===== src/rtl/memory_stage_pkg.sv =====
// Shared definitions for the MEM stage.
//   - memory address select encodings (ADDR_*)
//   - memory write-source select encodings (WSRC_*)
//   - two-state sequencer enum used for 32-bit PC push/pop
package memory_stage_pkg;

  localparam logic [1:0] ADDR_RESULT   = 2'b00;
  localparam logic [1:0] ADDR_SP       = 2'b01;
  localparam logic [1:0] ADDR_SP_PLUS1 = 2'b10;

  localparam logic [1:0] WSRC_RD1   = 2'b00;
  localparam logic [1:0] WSRC_PC    = 2'b01;
  localparam logic [1:0] WSRC_FLAGS = 2'b10;

  typedef enum logic {
    IDLE   = 1'b0,
    SECOND = 1'b1
  } state_t;

endpackage


===== src/rtl/memory_stage_stack_pointer_unit.sv =====
// Stack pointer register for the MEM stage. The stack grows down from
// STACK_TOP; all arithmetic wraps modulo 2**ADDR_W.
// Ports:
//   clk_i      - clock, rising edge
//   rst_ni     - asynchronous active-low reset, SP returns to STACK_TOP
//   inc_i      - pop: SP <= SP + 1
//   dec_i      - push: SP <= SP - 1 (wins over inc_i)
//   sp_o       - current SP
//   sp_plus1_o - SP + 1, the address a pop reads from
module stack_pointer_unit #(
  parameter int unsigned       ADDR_W    = 12,
  parameter logic [ADDR_W-1:0] STACK_TOP = {ADDR_W{1'b1}}
) (
  input  logic              clk_i,
  input  logic              rst_ni,
  input  logic              inc_i,
  input  logic              dec_i,
  output logic [ADDR_W-1:0] sp_o,
  output logic [ADDR_W-1:0] sp_plus1_o
);

  logic [ADDR_W-1:0] sp_q, sp_d;

  always_comb begin
    sp_d = sp_q;
    if (dec_i) begin
      sp_d = sp_q - 1'b1;
    end else if (inc_i) begin
      sp_d = sp_q + 1'b1;
    end
  end

  always_ff @(posedge clk_i or negedge rst_ni) begin
    if (!rst_ni) begin
      sp_q <= STACK_TOP;
    end else begin
      sp_q <= sp_d;
    end
  end

  assign sp_o       = sp_q;
  assign sp_plus1_o = sp_q + 1'b1;

endmodule


===== src/rtl/var_reg.sv =====
// Generic enabled register with asynchronous active-low clear.
// Ports:
//   clk_i  - clock, rising edge
//   rst_ni - asynchronous active-low reset, clears the register to 0
//   en_i   - load enable
//   d_i    - next value
//   q_o    - registered value
module var_reg #(
  parameter int unsigned W = 8
) (
  input  logic         clk_i,
  input  logic         rst_ni,
  input  logic         en_i,
  input  logic [W-1:0] d_i,
  output logic [W-1:0] q_o
);

  logic [W-1:0] data_q;

  always_ff @(posedge clk_i or negedge rst_ni) begin
    if (!rst_ni) begin
      data_q <= '0;
    end else if (en_i) begin
      data_q <= d_i;
    end
  end

  assign q_o = data_q;

endmodule


===== src/rtl/memory_stage.sv =====
// MEM stage of the 5-stage pipeline. Drives the 16-bit word-addressed data
// memory from the EX/MEM buffer, owns the stack pointer, sequences 32-bit
// PC push/pop as two word accesses (one upstream stall, one bubble), and
// registers the result into the MEM/WB buffer.
// Ports:
//   clk, reset (async, active-low)
//   EX/MEM inputs : result_in, read_data1, read_data2, pc_plus_one, flags_in,
//                   mem_read/mem_write/mem_push/mem_pop, address and write-source
//                   selects, pc_choose_memory, flag_restore, pass-through fields
//   memory port   : mem_addr, mem_wdata, mem_we (combinational), mem_rdata (async)
//   stall_out     : hold EX/MEM and upstream this cycle
//   MEM/WB outputs: mem_data_out, result_out, pass-throughs, popped PC/flags
module memory_stage
  import memory_stage_pkg::*;
#(
  parameter int unsigned       ADDR_W    = 12,
  parameter logic [ADDR_W-1:0] STACK_TOP = {ADDR_W{1'b1}}
) (
  input  logic              clk,
  input  logic              reset,
  input  logic [15:0]       result_in,
  input  logic [15:0]       read_data1,
  input  logic [15:0]       read_data2,
  input  logic [31:0]       pc_plus_one,
  input  logic [2:0]        flags_in,
  input  logic              mem_read,
  input  logic              mem_write,
  input  logic              mem_push,
  input  logic              mem_pop,
  input  logic [1:0]        memory_address_select,
  input  logic [1:0]        memory_write_src_select,
  input  logic              pc_choose_memory,
  input  logic              flag_restore,
  input  logic [1:0]        wb_sel,
  input  logic              reg_write,
  input  logic [2:0]        reg_write_address,
  input  logic              outport_enable,
  input  logic [15:0]       LDM_value,
  input  logic [15:0]       input_port,
  output logic [ADDR_W-1:0] mem_addr,
  output logic [15:0]       mem_wdata,
  output logic              mem_we,
  input  logic [15:0]       mem_rdata,
  output logic              stall_out,
  output logic [15:0]       mem_data_out,
  output logic [15:0]       result_out,
  output logic [15:0]       LDM_value_out,
  output logic [15:0]       input_port_out,
  output logic [1:0]        wb_sel_out,
  output logic              reg_write_out,
  output logic [2:0]        reg_write_address_out,
  output logic              outport_enable_out,
  output logic [31:0]       pc_from_memory_out,
  output logic              pc_choose_memory_out,
  output logic [2:0]        conditions_from_memory_pop,
  output logic              flag_restore_out
);

  localparam int unsigned WB_W = 16 * 4 + 2 + 1 + 3 + 1 + 1 + 1;

  state_t            state_q, state_d;
  logic [15:0]       hold_q, hold_d;
  logic [ADDR_W-1:0] sp, sp_plus1;
  logic              push_eff, pop_eff;
  logic              wide_push, wide_pop;
  logic              first_half, second_half;
  logic              pc_pop_done, flag_pop_done;
  logic [WB_W-1:0]   wb_d, wb_q;
  logic              unused_rd2;

  // read_data2 is part of the EX/MEM bundle but no MEM-stage path uses it.
  assign unused_rd2 = ^read_data2;

  // Push beats pop when both are requested.
  assign push_eff  = mem_push;
  assign pop_eff   = mem_pop & ~mem_push;
  assign wide_push = push_eff & (memory_write_src_select == WSRC_PC);
  assign wide_pop  = pop_eff & pc_choose_memory;

  // First half of a wide op: stall upstream and send a bubble down.
  assign first_half  = (state_q == IDLE)   & (wide_push | wide_pop);
  assign second_half = (state_q == SECOND) & (wide_push | wide_pop);

  // Gated by reset so that asserting reset drops the stall and any write
  // immediately, without waiting for a clock.
  assign stall_out = reset & first_half;
  assign mem_we    = reset & (push_eff | mem_write);

  always_comb begin
    mem_addr = result_in[ADDR_W-1:0];
    case (memory_address_select)
      ADDR_SP:       mem_addr = sp;
      ADDR_SP_PLUS1: mem_addr = sp_plus1;
      default:       mem_addr = result_in[ADDR_W-1:0];
    endcase
  end

  // A wide push writes the high half first (at the higher address) so a
  // pop naturally returns the low half first.
  always_comb begin
    mem_wdata = read_data1;
    case (memory_write_src_select)
      WSRC_PC:    mem_wdata = (state_q == IDLE && wide_push) ? pc_plus_one[31:16]
                                                             : pc_plus_one[15:0];
      WSRC_FLAGS: mem_wdata = {13'b0, flags_in};
      default:    mem_wdata = read_data1;
    endcase
  end

  always_comb begin
    state_d = first_half ? SECOND : IDLE;
    hold_d  = (first_half & wide_pop) ? mem_rdata : hold_q;
  end

  always_ff @(posedge clk or negedge reset) begin
    if (!reset) begin
      state_q <= IDLE;
      hold_q  <= '0;
    end else begin
      state_q <= state_d;
      hold_q  <= hold_d;
    end
  end

  stack_pointer_unit #(
    .ADDR_W    (ADDR_W),
    .STACK_TOP (STACK_TOP)
  ) u_sp (
    .clk_i      (clk),
    .rst_ni     (reset),
    .inc_i      (pop_eff),
    .dec_i      (push_eff),
    .sp_o       (sp),
    .sp_plus1_o (sp_plus1)
  );

  // MEM/WB buffer.
  assign pc_pop_done   = second_half & wide_pop;
  assign flag_pop_done = pop_eff & flag_restore & ~first_half;

  assign wb_d = {mem_rdata, result_in, LDM_value, input_port, wb_sel,
                 reg_write & ~first_half, reg_write_address,
                 outport_enable & ~first_half, pc_pop_done, flag_pop_done};

  var_reg #(.W(WB_W)) u_wb_reg (
    .clk_i  (clk),
    .rst_ni (reset),
    .en_i   (1'b1),
    .d_i    (wb_d),
    .q_o    (wb_q)
  );

  assign {mem_data_out, result_out, LDM_value_out, input_port_out, wb_sel_out,
          reg_write_out, reg_write_address_out, outport_enable_out,
          pc_choose_memory_out, flag_restore_out} = wb_q;

  // Popped PC and flags hold their value until the next pop of that kind;
  // the *_out valid bits qualify them.
  var_reg #(.W(32)) u_pc_reg (
    .clk_i  (clk),
    .rst_ni (reset),
    .en_i   (pc_pop_done),
    .d_i    ({mem_rdata, hold_q}),
    .q_o    (pc_from_memory_out)
  );

  var_reg #(.W(3)) u_flag_reg (
    .clk_i  (clk),
    .rst_ni (reset),
    .en_i   (flag_pop_done),
    .d_i    (mem_rdata[2:0]),
    .q_o    (conditions_from_memory_pop)
  );

endmodule


===== config.mk =====
export PLATFORM = sky130hd
export DESIGN_NAME = memory_stage
export DESIGN_NICKNAME = d
export VERILOG_FILES = /design/src/rtl/memory_stage_pkg.sv /design/src/rtl/memory_stage_stack_pointer_unit.sv /design/src/rtl/var_reg.sv /design/src/rtl/memory_stage.sv
export SDC_FILE = /design/constraint.sdc
export NUM_CORES = 1
export LEC_CHECK = 0
export CAP_MARGIN = 20
export CORE_ASPECT_RATIO = 0.7
export CORE_MARGIN = 2
export CORE_UTILIZATION = 40
export CTS_CLUSTER_SIZE = 28
export DETAILED_ROUTE_END_ITERATION = 10
export PLACE_DENSITY = 0.84
export RECOVER_POWER = 100
export SLEW_MARGIN = 20
export SYNTH_ARGS = -nofsm -noshare
export SYNTH_HDL_FRONTEND = slang
export SYNTH_SLANG_ARGS = --single-unit

===== constraint.sdc =====
create_clock -name clk -period 4.8 [get_ports clk]
set_input_delay 0.96 -clock clk [delete_from_list [all_inputs] [get_ports clk]]
set_output_delay 0.96 -clock clk [all_outputs]
set_load 0.02 [all_outputs]

# Word-level counts from Yosys, hierarchy flattened
# Cells that the tools add are included.
totals:
  reg_bits: 137
  input_bits: 150
  output_inout_bits: 138
  word_cells: 38
op_classes:
  add_sub_neg: 2
  n_eq_ne: 4
  n_mux: 6
  bitwise_logic: 18
  reduce_logical: 2
ops:
  columns: ["cell", "n"]
  rows:
  - ["$pmux W16 S2", 1]
  - ["$mux W12", 2]
  - ["$pmux W12 S2", 1]
  - ["$mux W16", 1]
  - ["$and A1 B1 Y1", 13]
  - ["$add A12 B1 Y12 const B", 1]
  - ["$sub A12 B1 Y12 const B", 1]
  - ["$eq A2 B1 Y1 const B", 2]
  - ["$eq A2 B2 Y1 const B", 2]
  - ["$not A1 Y1", 3]
  - ["$or A1 B1 Y1", 2]
  - ["$reduce_bool A2 Y1", 1]
  - ["$logic_and A1 B1 Y1", 1]
  - ["$mux W1", 1]

# Depth between registers and ports, before layout
# Gate-level depths: netlist (run 1).
logic_depth:
  ltp_word: 7
  ltp_mapped: 7
  ltp_nobuf: 6

# By module
# A second synthesis (run 1) with hierarchy kept.
unflattened:
  cells_unflattened: 471
  area_unflattened_um2: 6782.8
modules_own_cells:
  columns: ["module", "instances", "cells_each", "area_per_inst_um2", "seq_area_each_um2"]
  rows:
  - ["var_reg (u_wb_reg)", 1, 154, 3062.9, 1826.8]
  - ["memory_stage", 1, 152, 1386.3, 425.4]
  - ["var_reg (u_pc_reg)", 1, 68, 1345.0, 800.8]
  - ["stack_pointer_unit", 1, 91, 879.6, 315.3]
  - ["var_reg (u_flag_reg)", 1, 6, 108.9, 75.1]

# Worst setup path after synthesis (run 1)
# No wires, ideal clock.
synth_path:
  path_kind: "input to output"
  start: "in memory_address_select[0]"
  end: "out mem_addr[5]"
  arrival_ns: 2.583
  required_time_ns: 3.840
  slack_ns: 1.257
  stages: 6
  n_path_buf: 2
  path_cell_list: "inv_1 > ha_1 > clkbuf_1 > clkbuf_1 > a21oi_1 > o311ai_0"
synth_between:
  elab_chain_cells: 2
  elab_cells_between_ends: 3
  classes_between: "eq/ne: 2; mux: 1"
synth_rtl:
  columns: ["item", "line_no", "source"]
  rows:
  - ["from (decl)", "memory_stage.sv:30", "input logic [1:0] memory_address_select,"]
  - ["$eq A2 B2 Y1 / $eq A2 B1 Y1 (equally long branches)", "memory_stage.sv:91", "case (memory_address_select)"]
  - ["$pmux W12 S2 (*)", "memory_stage.sv:91", null]
  - ["to (decl)", "memory_stage.sv:40", "output logic [ADDR_W-1:0] mem_addr,"]
# Mark *: on every way between the ends. The rest lies on a longest branch, timed or not.

# Worst setup path after layout (run 1)
layout_path:
  start: "in memory_address_select[0]"
  end: "out mem_addr[2]"
# Same word-level chain as after synthesis.

==> results of run 1 <==
==> metal layers <==
layer / share of wire (%) / vias to the layer above / GRT usage (%)
met5: 0 / - / 0
met4: 1.7 / 0 / 8.23
met3: 8.3 / 20 / 6.10
met2: 50 / 207 / 36.7
met1: 40 / 2086 / 26.2
li1: - / 1965 / -
==> cells in the final DEF, fill, tap and decap left out, types with 6 or more instances in the layout <==
master,instances
dlygate4sd3_1,207
o21ai_0,27
nor2b_1,9
nand2_1,25
dfstp_2,12
mux2i_1,14
mux2_2,53
inv_1,13
ha_1,6
clkbuf_16,17
nor2_1,9
dfrtp_1,125
nand3_1,8
a21oi_1,16
xnor2_1,9
clkdlybuf4s50_1,62
==> report_power, final <==
group,internal (mW),switching [mW],total [mW]
registers,1.40,0.183,1.58
logic,0.494,0.496,0.990
clock network,0.779,0.519,1.30
==> worst reg2reg max path, cell delays in order (launching register included) <==
cell	delay, ns
dfrtp_1	0.43
nand3_1	0.09
clkbuf_1	1.30
mux2_2	0.49
==> sequential cells by signal, indices dropped and copies added, names as in the netlist <==
signal,count
u_wb_reg.q_o,73
u_pc_reg.q_o,32
hold_q,16
u_sp.sp_o,12
u_flag_reg.q_o,3
state_q,1
==> synth_stat cells, types with 5 or more instances <==
master	number
o21ai_0	27
ha_1	6
nor2b_1	9
nor2_1	8
mux2_2	54
dfrtp_1	125
nor3b_1	5
a22oi_1	5
a21oi_1	16
nand3_1	8
nand2_1	25
inv_1	13
xnor2_1	9
mux2i_1	14
buf_2	10
clkbuf_1	8
dfstp_2	12
==> final timing paths <==
| path | from | to | slack, ns | cells past startpoint |
|---|---|---|---|---|
| worst max-delay path | memory_address_select[0] | mem_addr[2] | 0.32 | 6 |
| worst min-delay path | u_pc_reg.q_o[8] | u_pc_reg.q_o[8] | 0.50 | 1 |
| worst max register to register | state_q | u_pc_reg.q_o[22] | 2.37 | 3 |
| worst min register to register | u_pc_reg.q_o[8] | u_pc_reg.q_o[8] | 0.50 | 1 |
| max in group asynchronous | reset | u_pc_reg.q_o[14] | 2.18 | 2 |
| min in group asynchronous | reset | state_q | 0.55 | 1 |
==> cell type report <==
class / count / area, sq um
clock inverter: 14 / 165
clock buffer: 18 / 429
timing repair buffer: 277 / 2740
fill: 961 / 4380
sequential: 137 / 3440
tap: 185 / 231
multi-input combinational: 230 / 1750
inverter: 13 / 48.8
==> cell families (layout without fill, tap and decap cells) <==
kind of cell               after synthesis  in the layout
xor gates and xnor gates                11             11
and+or+nand+nor                         81             81
muxes                                   68             68
DFF                                    137            137
AOI/OAI and AO/OA                       64             64
adders and majority gates                6              6
buffers and inverters                   37            322
==> metrics by stage <==
stage          hold WS, ns  power [mW]  std cells  instance area [sq um]
2_1_floorplan        0.477        2.13        404                   5390
3_3_place_gp         0.484        2.64        842                   8260
3_5_place_dp         0.494        2.68        842                   8260
4_1_cts              0.507        4.00        874                   8850
5_1_grt              0.507        4.06        874                   8800
6_report             0.497        3.87        874                   8800
==> impl_results.md, run 1 <==
- CTS Buf Count: 17
- Fin nets: 832
- Max Freq: 0.223 GHz
- Placement Setup Slack: 0.439 ns
- Std-Cell Core Area: 13200 sq um
- Post-route ant nets: 0
- Total grt overflow: 0
- Worst path cell trace: clkdlybuf4s50_1, inv_1, ha_1, clkbuf_1, mux2_2, dlygate4sd3_1
- DRT iter0 DRCs: 96
- Root buf cell: clkbuf_16
- Post-Synth Simple-Gate Area: 8.56%
- Initial antenna violation count: 0
- Port bufs: 270
- Final WL: 15200 microns
- Area of the mapped netlist: 5390 sq um
- Post-synth EDFFs: 0
- Yosys reg bits: 137
- Largest net degree at the start of global routing: 73
- DP Wirelength: 11700 microns
- XOR/XNOR share of the synthesized area: 1.79%
- All-Layer GR Usage: 21.5%
- Vias in the first global route: 4453
- Violated checks: capacitance limit, slew limit
- Arrival @ worst endpoint: 3.52 ns
- Sequential element share of the synthesized area: 63.9%
- Die X: 143 microns
- Hold WC Path Type: reg -> reg
- Drt pass-1 iters: 5
- Row cnt: 35
- Worst IR Drop VDD: 0.255 mV
- Gates resized, CTS repair: 0
- Synth unique cells: 46
- Delay-heaviest family, CP: buffers and inverters
- Largest cells by area after synthesis: dfrtp_1 58%, mux2_2 11%, dfstp_2 5.8%, mux2i_1 2.6%, o21ai_0 2.5%
- Largest family of logic cells by synthesized area: multiplexers
- Worst-path cell with the longest stage delay: dlygate4sd3_1
- Clock tree buffer depth: 2
- Syn. warnings: 0
- Least-Margin Pin Slew: 1.81 ns
- Clock Skews: 0.00594 ns
- Syn Area/Cell: 13.3 sq um
- Startpoint types: primary input
- Clk_lat worst skew: 0.40 ns
- CTS Hold Bufs: 0
- Clk slew on worst S/H paths: 0.06 ns
- Share of cells above drive strength 1: 14.7%
- # diodes: 0
- Period minus WS final: 4.48 ns
- CP endpoint kind: primary output
- TritonCTS clock tree: yes
- Mux share of post-synthesis cell area: 13.9%
- CP required: 3.84 ns
- Synth Area in Compound Gates: 7.31%
- Max_cap viols: 3
- Worst-path maximum fanout: 18
- Area delta synth->final: 63.2%
- Util after Layout: 66.8%
- CP Class: in -> out
- Async SR Flop Fraction: 100%
- Starting Density: 40.9%
- Setup tns final: 0 ns
- RSZ-0062 raised after global routing: false
- Via count: 4278
- Normalized max-slew margin: -20.8%
- Fin crit share: 93.4%
- Status: complete, but fails checks
- Setup WS post-layout: 0.316 ns
- Final hold vios: 0
- Adder-cell area share of the yosys netlist: 1.39%
- H-tree Lvls: 4
- # IOs: 288
- Synth Instances: 404
- Top cell type by total area after synthesis: dfrtp_1
- LEAKAGE: 3.85 nW
- Syn_nets: 560
- Clock sinks: 137
- Pwr dens: 440 nW/um^2
- Crit path buffers/inverters: 4
- Final Max Slew Viols: 124
- DRC viols: 0
- Post-CTS Setup Inserts: 0
- Delay of the slowest critical-path stage: 0.67 ns
- Dominant synthesized flop cell: dfrtp_1
- Final setup viols: 0
- Global placer's final weighted congestion: 0.898
- Synth top area share: 58.0%
- DR WL/cell: 17.4 microns
- Die Area: 14400 sq um
- Vias per std cell: 4.89
- First-pass GRT wire length: 23600 microns
- Die Ht: 101 microns
No activity file was read; power rests on OpenSTA's default activity.
==> run 2: changes to the inputs <==
Settings changed: CORE_UTILIZATION 40 to 42, GPL_TIMING_DRIVEN set to 0, PLACE_DENSITY 0.84 to 0.87.
==> run 2 against run 1 <==
Net effect:
- the flow still finishes with violations (capacitance limit, slew limit)
- register-to-register slack improved by 0.27 ns
- core utilization increased by 4.6 points
- via count increased by 0.79%
- final area increased by 1.1%
- hold slack got worse by 0.026 ns
- sequential power decreased by 4%
==> impl_results.md, run 2 (synthesis gave the netlist of run 1 again) <==
- TritonCTS clock tree: yes
- CTS Buf Count: 17
- Max Freq: 0.222 GHz
- Drt pass-1 iters: 4
- Final setup viols: 0
- Reg area: 3440 sq um
- Fin nets: 850
- DR WL/cell: 17.5 microns
- Commonest non-fill, non-tap cell in the layout: dlygate4sd3_1
- Max_cap viols: 1
- Port bufs: 270
- H-tree Lvls: 4
- Clk_lat worst skew: 0.40 ns
- Final Total Pwr: 4.00 mW
- Die Ht: 98.8 microns
- Area of the multi-input gates: 1750 sq um
- R2R setup slack: 2.64 ns
- Max reg flops: 73
- # IOs: 288
- Post-route ant nets: 0
- Area delta synth->final: 65.1%
- Util after Layout: 71.4%
- LEAKAGE: 3.91 nW
- RSZ-0062 raised after global routing: false
- Fill count: 849
- Arrival @ worst endpoint: 3.55 ns
- Clock sinks: 137
- Status: complete, but fails checks
- Vias per std cell: 4.96
- Final hold vios: 0
- Die Area: 13800 sq um
- Root buf cell: clkbuf_16
- Starting Density: 43.3%
- RR Endpoint: hold_q[13]
- Vias in the first global route: 4641
- DP Wirelength: 11300 microns
- Row cnt: 34
- First-pass GRT wire length: 24200 microns
- CP required: 3.84 ns
- Worst-path maximum fanout: 10
- Most frequent cells in the layout: 207 x dlygate4sd3_1, 125 x dfrtp_1, 62 x clkdlybuf4s50_1
- # diodes: 0
- Post-CTS Setup Inserts: 0
- CP Class: in -> out
- Clock tree buffer depth: 2
- Setup WS post-layout: 0.293 ns
- Final WL: 15200 microns
- All-Layer GR Usage: 22.3%
- DRT iter0 DRCs: 222
- Worst IR Drop VDD: 0.323 mV
- Final Max Slew Viols: 74
- Startpoint types: primary input
- Gates resized, CTS repair: 0
- Clk slew on worst S/H paths: 0.06 ns
- Worst r2r path cells: 3
- Least-Margin Pin Slew: 1.79 ns
- Initial antenna violation count: 0
- Pwr dens: 449 nW/um^2
- Die X: 139 microns
- Global placer's final weighted congestion: 0.858
- CTS Hold Bufs: 0
- Placed cell area: 8330 sq um
- CP endpoint kind: primary output
- Violated checks: capacitance limit, slew limit
- Reg-to-Reg Start: state_q
- Fin crit share: 93.9%
- Via count: 4312
- Hold WC Path Type: in -> async
- Clock Skews: 0.00952 ns
- Largest net degree at the start of global routing: 74
- Normalized max-slew margin: -19.0%
- Std-Cell Core Area: 12500 sq um
- Total grt overflow: 0
- Placement Setup Slack: 0.365 ns
- Final instance area: 8900 sq um
- Period minus WS final: 4.51 ns
- DRC viols: 0
- Share of cells above drive strength 1: 15.1%
==> run 2: cell types whose count changed in the layout (fill, tap and decap cells not counted), sizes merged <==
cell / delta
bufinv: +1
clkinvlp: -2
clkinv: -2
buf: +7
inv: +2
clkbuf: +12
==> run 2: worst max-delay path: stages <==
cell,delay [ns]
clkdlybuf4s50_1,0.43
inv_1,0.07
ha_1,0.19
clkbuf_1,0.30
clkbuf_1,0.36
a21oi_1,0.11
o311ai_0,0.39
dlygate4sd3_1,0.74
==> run 2: cell type report <==
class	instances	area share, %
clock inverters	13	2.02
multi-input cells	230	19.6
inverters	13	0.548
plain buffers	24	1.29
well taps	162	2.28
repair buffers	271	30.5
clock buffers	19	5.09
flip-flops and latches	137	38.7
==> run 2: worst max-delay path by stage <==
| stage | start | end | slack [ns] | cells after the start |
|---|---|---|---|---|
| after CTS | memory_address_select[0] | mem_addr[5] | 0.36 | 8 |
| after detailed placement | memory_address_select[0] | mem_addr[5] | 0.36 | 8 |
| after global placement | reset | stall_out | -2.91 | 3 |
| after global routing | memory_address_select[0] | mem_addr[5] | 0.15 | 8 |
| after floorplan | memory_address_select[0] | mem_addr[5] | 1.26 | 6 |
| final | memory_address_select[0] | mem_addr[5] | 0.29 | 8 |
==> run 2: power breakdown <==
part / internal, mW / total [mW] / leakage [nW] / switching (mW)
logic: 0.526 / 1.10 / 1.99 / 0.571
clock network: 0.863 / 1.39 / 0.305 / 0.525
registers: 1.39 / 1.51 / 1.62 / 0.115
total: 2.78 / 4.00 / 3.91 / 1.21
==> run 2: routing by layer <==
metal,routed length (microns),part of all wire [%],vias to the layer above,track usage [%]
li1,-,-,2002,-
met5,0,0,-,0
met4,116,0.76,0,6.06
met1,6180,41,2127,28.2
met2,7730,51,171,37.6
met3,1160,7.6,12,6.95
==> run 2: per-stage QoR <==
| stage | hold slack [ns] | TNS (ns) | std cells |
|---|---|---|---|
| floorplan | 0.477 | 0 | 404 |
| global placement | 0.484 | -291.06 | 836 |
| detailed placement | 0.493 | 0 | 837 |
| CTS | 0.498 | 0 | 869 |
| global route | 0.512 | 0 | 869 |
| finish | 0.471 | 0 | 869 |
